[src/rtl/mc_ctrl.sv]
// Multi-cycle main controller for the MIPS datapath.
// Moore FSM sequencing fetch, decode, execute, memory and write-back over 3-5 cycles.
module mc_ctrl #(
  parameter int unsigned OP_W = 6
) (
  input  logic            clock,
  input  logic            reset,
  input  logic [OP_W-1:0] op,
  input  logic [OP_W-1:0] funct,
  input  logic            zero,
  output logic            pc_wr,
  output logic            npc_sel,
  output logic            jump_ctr,
  output logic            ir_wr,
  output logic            reg_wr,
  output logic            reg_dst,
  output logic            alu_src,
  output logic            ext_op,
  output logic [1:0]      alu_op,
  output logic            mem_wr,
  output logic            mem_to_reg,
  output logic            instr_done,
  output logic            illegal,
  output logic [3:0]      state
);

  localparam logic [OP_W-1:0] OpSpecial = 6'b000000;
  localparam logic [OP_W-1:0] OpOri     = 6'b001101;
  localparam logic [OP_W-1:0] OpLui     = 6'b001111;
  localparam logic [OP_W-1:0] OpLw      = 6'b100011;
  localparam logic [OP_W-1:0] OpSw      = 6'b101011;
  localparam logic [OP_W-1:0] OpBeq     = 6'b000100;
  localparam logic [OP_W-1:0] OpJ       = 6'b000010;
  localparam logic [OP_W-1:0] FnAddu    = 6'b100001;
  localparam logic [OP_W-1:0] FnSubu    = 6'b100011;

  typedef enum logic [3:0] {
    StFetch  = 4'd0,
    StDecode = 4'd1,
    StExeR   = 4'd2,
    StWbR    = 4'd3,
    StExeI   = 4'd4,
    StWbI    = 4'd5,
    StMemAdr = 4'd6,
    StMemRd  = 4'd7,
    StWbMem  = 4'd8,
    StMemWr  = 4'd9,
    StBranch = 4'd10,
    StJump   = 4'd11
  } state_e;

  state_e state_q, state_d;

  // State register; async reset aborts any in-flight instruction.
  always_ff @(posedge clock or negedge reset) begin
    if (!reset) begin
      state_q <= StFetch;
    end else begin
      state_q <= state_d;
    end
  end

  // Next-state and output decode; everything is gated off while reset is low.
  always_comb begin
    state_d    = StFetch;
    pc_wr      = 1'b0;
    npc_sel    = 1'b0;
    jump_ctr   = 1'b0;
    ir_wr      = 1'b0;
    reg_wr     = 1'b0;
    reg_dst    = 1'b0;
    alu_src    = 1'b0;
    ext_op     = 1'b0;
    alu_op     = 2'b00;
    mem_wr     = 1'b0;
    mem_to_reg = 1'b0;
    instr_done = 1'b0;
    illegal    = 1'b0;
    case (state_q)
      StFetch: begin
        pc_wr   = 1'b1;
        ir_wr   = 1'b1;
        state_d = StDecode;
      end
      StDecode: begin
        if (op == OpSpecial && (funct == FnAddu || funct == FnSubu)) begin
          state_d = StExeR;
        end else if (op == OpOri || op == OpLui) begin
          state_d = StExeI;
        end else if (op == OpLw || op == OpSw) begin
          state_d = StMemAdr;
        end else if (op == OpBeq) begin
          state_d = StBranch;
        end else if (op == OpJ) begin
          state_d = StJump;
        end else begin
          illegal    = 1'b1;
          instr_done = 1'b1;
          state_d    = StFetch;
        end
      end
      StExeR: begin
        alu_op  = (funct == FnSubu) ? 2'b01 : 2'b00;
        state_d = StWbR;
      end
      StWbR: begin
        reg_dst    = 1'b1;
        reg_wr     = 1'b1;
        instr_done = 1'b1;
        alu_op     = (funct == FnSubu) ? 2'b01 : 2'b00;
      end
      StExeI: begin
        alu_src = 1'b1;
        alu_op  = (op == OpLui) ? 2'b11 : 2'b10;
        state_d = StWbI;
      end
      StWbI: begin
        reg_wr     = 1'b1;
        alu_src    = 1'b1;
        alu_op     = (op == OpLui) ? 2'b11 : 2'b10;
        instr_done = 1'b1;
      end
      StMemAdr: begin
        alu_src = 1'b1;
        ext_op  = 1'b1;
        state_d = (op == OpSw) ? StMemWr : StMemRd;
      end
      StMemRd: begin
        alu_src = 1'b1;
        ext_op  = 1'b1;
        state_d = StWbMem;
      end
      StWbMem: begin
        mem_to_reg = 1'b1;
        reg_wr     = 1'b1;
        instr_done = 1'b1;
      end
      StMemWr: begin
        mem_wr     = 1'b1;
        alu_src    = 1'b1;
        ext_op     = 1'b1;
        instr_done = 1'b1;
      end
      StBranch: begin
        alu_op     = 2'b01;
        npc_sel    = 1'b1;
        pc_wr      = zero;
        instr_done = 1'b1;
      end
      StJump: begin
        jump_ctr   = 1'b1;
        pc_wr      = 1'b1;
        instr_done = 1'b1;
      end
      default: begin
        state_d = StFetch;
      end
    endcase
    if (!reset) begin
      pc_wr      = 1'b0;
      npc_sel    = 1'b0;
      jump_ctr   = 1'b0;
      ir_wr      = 1'b0;
      reg_wr     = 1'b0;
      reg_dst    = 1'b0;
      alu_src    = 1'b0;
      ext_op     = 1'b0;
      alu_op     = 2'b00;
      mem_wr     = 1'b0;
      mem_to_reg = 1'b0;
      instr_done = 1'b0;
      illegal    = 1'b0;
    end
  end

  assign state = state_q;

endmodule

[config.mk]
export PLATFORM = sky130hd
export DESIGN_NAME = mc_ctrl
export DESIGN_NICKNAME = d
export VERILOG_FILES = /design/src/rtl/mc_ctrl.sv
export SDC_FILE = /design/constraint.sdc
export NUM_CORES = 1
export LEC_CHECK = 0
export CORE_MARGIN = 4
export CORE_UTILIZATION = 30
export DETAILED_ROUTE_END_ITERATION = 12
export HOLD_SLACK_MARGIN = 0.03
export PLACE_DENSITY_LB_ADDON = 0.08
export SLEW_MARGIN = 20
export SYNTH_ARGS = -nofsm -noshare
export SYNTH_HDL_FRONTEND = slang
export SYNTH_SLANG_ARGS = --single-unit
export TNS_END_PERCENT = 1
[constraint.sdc]
create_clock -name clock -period 4.6 [get_ports clock]
set_input_delay 0.92 -clock clock [delete_from_list [all_inputs] [get_ports clock]]
set_output_delay 0.92 -clock clock [all_outputs]
set_load 0.02 [all_outputs]
==> impl_metrics.py <==
metrics = {
    "status": {
        "status": "completed",
    },
    "clocking": {
        "clock-sinks": 4,
        "cts_tree": "yes",
        "cts-htree-levels": 1,
        "hold_buffers": 0,
        "clockRootBuffer": "clkbuf_4",
        "clkSlewWorstSetupHoldPaths_ns": 0.04,
        "cts_made_buffers": 3,
        "post_cts_buffers": 0,
        "clock_latency_ns": 0.23,
        "clockBufferDepth": 2,
        "cts_resized": 0,
    },
    "power": {
        "max-vdd-ir-drop_mv": 0.268,
        "p_leak_nw": 0.324,
        "power.density_nw_per_um2": 391,
    },
    "routing": {
        "drt_iter0_drc": 11,
        "drc": 0,
        "via_count": 641,
        "detail_route.wl_per_cell_um": 12.7,
        "first_pass_iters": 4,
        "ant_nets": 0,
        "vias_per_cell": 5.48,
        "drt_wl_total_um": 1490,
    },
    "sta": {
        "max_freq_mhz": 257,
        "drv_slew": 0,
        "skew_ns": 0.00102,
        "min_period_over_period_pct": 84.5,
        "finalSetupTns_ns": 0,
        "worst_slew_pin_slew_ns": 0.515,
        "post-route-min-period_ns": 3.89,
        "rsz0062_at_grt": "no",
        "finalWorstSetupSlack_ns": 0.713,
        "finalSetupViolations": 0,
        "holdWs_ns": 0.726,
        "relSlewSlack_pct": 65.4,
        "hold_violations": 0,
    },
    "synthesis": {
        "synth_flop_cell": "dfrtp_1",
        "synth.most_common_cell": "nor2_1",
        "syn_inst": 69,
        "yosysWarnings": 0,
        "yosys.area.top_type_share_pct": 19.2,
        "synth_edf_count": 0,
        "synth_area_um2": 520,
        "yosys-top-cells-area": "dfrtp_1 19%, nand2b_1 6.0%, nand3b_1 5.8%",
        "async_flop_share_pct": 100,
        "ys_seq_area_share_pct": 19.2,
        "ys_types": 33,
        "ys_top_cells_by_count": "8 x nor2_1, 6 x nand2_1, 5 x nand2b_1",
        "ys_ff_latch": 4,
        "synth_area_per_cell_um2": 7.54,
        "synth_top_area_cell": "dfrtp_1",
        "synth_nets": 84,
    },
    "place": {
        "placed_cells": 114,
        "port_buffers": 32,
        "hpwl_um": 1190,
        "dp_slack_ns": 0.706,
        "gp_congestion": 0.847,
    },
    "floorplan": {
        "coreArea_um2": 1580,
        "start_util_pct": 33.0,
        "ios": 33,
        "rows": 14,
        "dieHeight_um": 49.7,
        "fp.dieArea_um2": 2470,
        "dieWidth_um": 49.7,
    },
    "layout": {
        "diodes": 0,
        "area_growth_pct": 67.8,
        "largest_reg_flops": 4,
        "layout.cells.non_filler": 117,
        "drive_gt1_share_pct": 7.92,
        "nets": 118,
    },
    "worst_setup_path": {
        "cp_max_fo": 6,
        "required_ns": 3.68,
        "arrival_ns": 2.97,
        "crit_chain": "clkdlybuf4s50_1, xnor2_2, o31ai_2, a2111oi_2, a21o_1, clkdlybuf4s50_1",
        "crit_slowest_cell": "clkdlybuf4s50_1",
        "critPathLaunch": "op[1]",
        "path_class": "input port to primary output",
        "timing.rr.start": "state[1]",
        "max_stage_delay_ns": 0.63,
        "r2r_setup_slack_ns": 3.01,
        "start_kind": "input port",
        "crit_path_end_kind": "primary output",
        "cp_common_cell": "clkdlybuf4s50_1",
    },
    "global_route": {
        "use_met2_pct": 21.4,
        "grt_max_degree": 16,
        "track_usage_pct": 12.1,
        "antenna_found_initial": 0,
        "grt_use_met3_pct": 4.22,
        "top_usage_layer": "met2",
        "grt_pass1_vias": 546,
        "grt_overflow": 0,
        "met1_usage_pct": 13.3,
        "grt_pass1_wl_um": 2330,
    },
    "hold_path": {
        "holdCritPathClass": "flip-flop to flip-flop",
        "min_from": "state[3]",
    },
    "run": {
        "cap_violations": 0,
    },
}
final timing paths:
kind | to | cells after the start
max | instr_done | 6
min | state[0] | 1
max reg2reg | state[0] | 4
min reg2reg | state[0] | 1
max in group asynchronous | state[2] | 1
min in group asynchronous | state[3] | 1
routing by layer:
layer / vias up / part of all wire, %
li1: 324 / -
met1: 292 / 43
met2: 25 / 49
met3: 0 / 8.2
met4: 0 / 0
met5: - / 0
worst max-delay path, delay by kind of cell:
kind                   cells  cell delay (ns)
buffers and inverters      2             1.23
XOR/XNOR                   1             0.17
AO/OA/AOI/OAI              3             0.66
placed cells by master (no fill, tap or decap), types with 2 or more instances in the layout:
master | synthesis | layout
a21o_1 | 2 | 2
and2_1 | 2 | 2
clkbuf_4 | 0 | 3
clkdlybuf4s50_1 | 0 | 32
dfrtp_1 | 4 | 4
inv_1 | 2 | 2
mux2i_1 | 2 | 2
nand2_1 | 6 | 6
nand2b_1 | 5 | 5
nand3b_1 | 4 | 4
nand4b_1 | 2 | 2
nor2_1 | 8 | 8
nor2b_1 | 2 | 2
nor3_1 | 4 | 4
o31ai_1 | 3 | 3
o32ai_1 | 2 | 2
through the flow:
step | util [%] | cell area (um2) | total power [mW]
6_report | 55.4 | 873 | 0.341
5_1_grt | 55.4 | 873 | 0.368
4_1_cts | 55.4 | 873 | 0.346
3_5_place_dp | 54.0 | 851 | 0.302
3_3_place_gp | 54.0 | 851 | 0.303
2_1_floorplan | - | 520 | 0.207
final cells by class:
class | instances | area (um2)
clock buffers | 3 | 22.5
fillers | 157 | 703
inverters | 2 | 7.51
multi-input cells | 59 | 395
flip-flops and latches | 4 | 100
well taps | 16 | 20.0
repair buffers | 33 | 328
logic make-up (layout without fill, tap and decap cells):
kind of cell,after synthesis,after routing,synth area share (%)
DFF,4,4,19.2
buffers and inverters,6,38,4.81
AOI/OAI and AO/OA,17,17,27.4
xor gates and xnor gates,1,1,3.13
muxes,2,2,3.85
and+or+nand+nor,39,39,41.6
where the power goes:
part / switching, mW / leakage [nW] / internal, mW
clock: 0.0131 / 0.0138 / 0.0291
combinational: 0.104 / 0.257 / 0.110
sequential: 0.0385 / 0.0529 / 0.0455
Note: power is estimated with default switching activity, not from simulation.
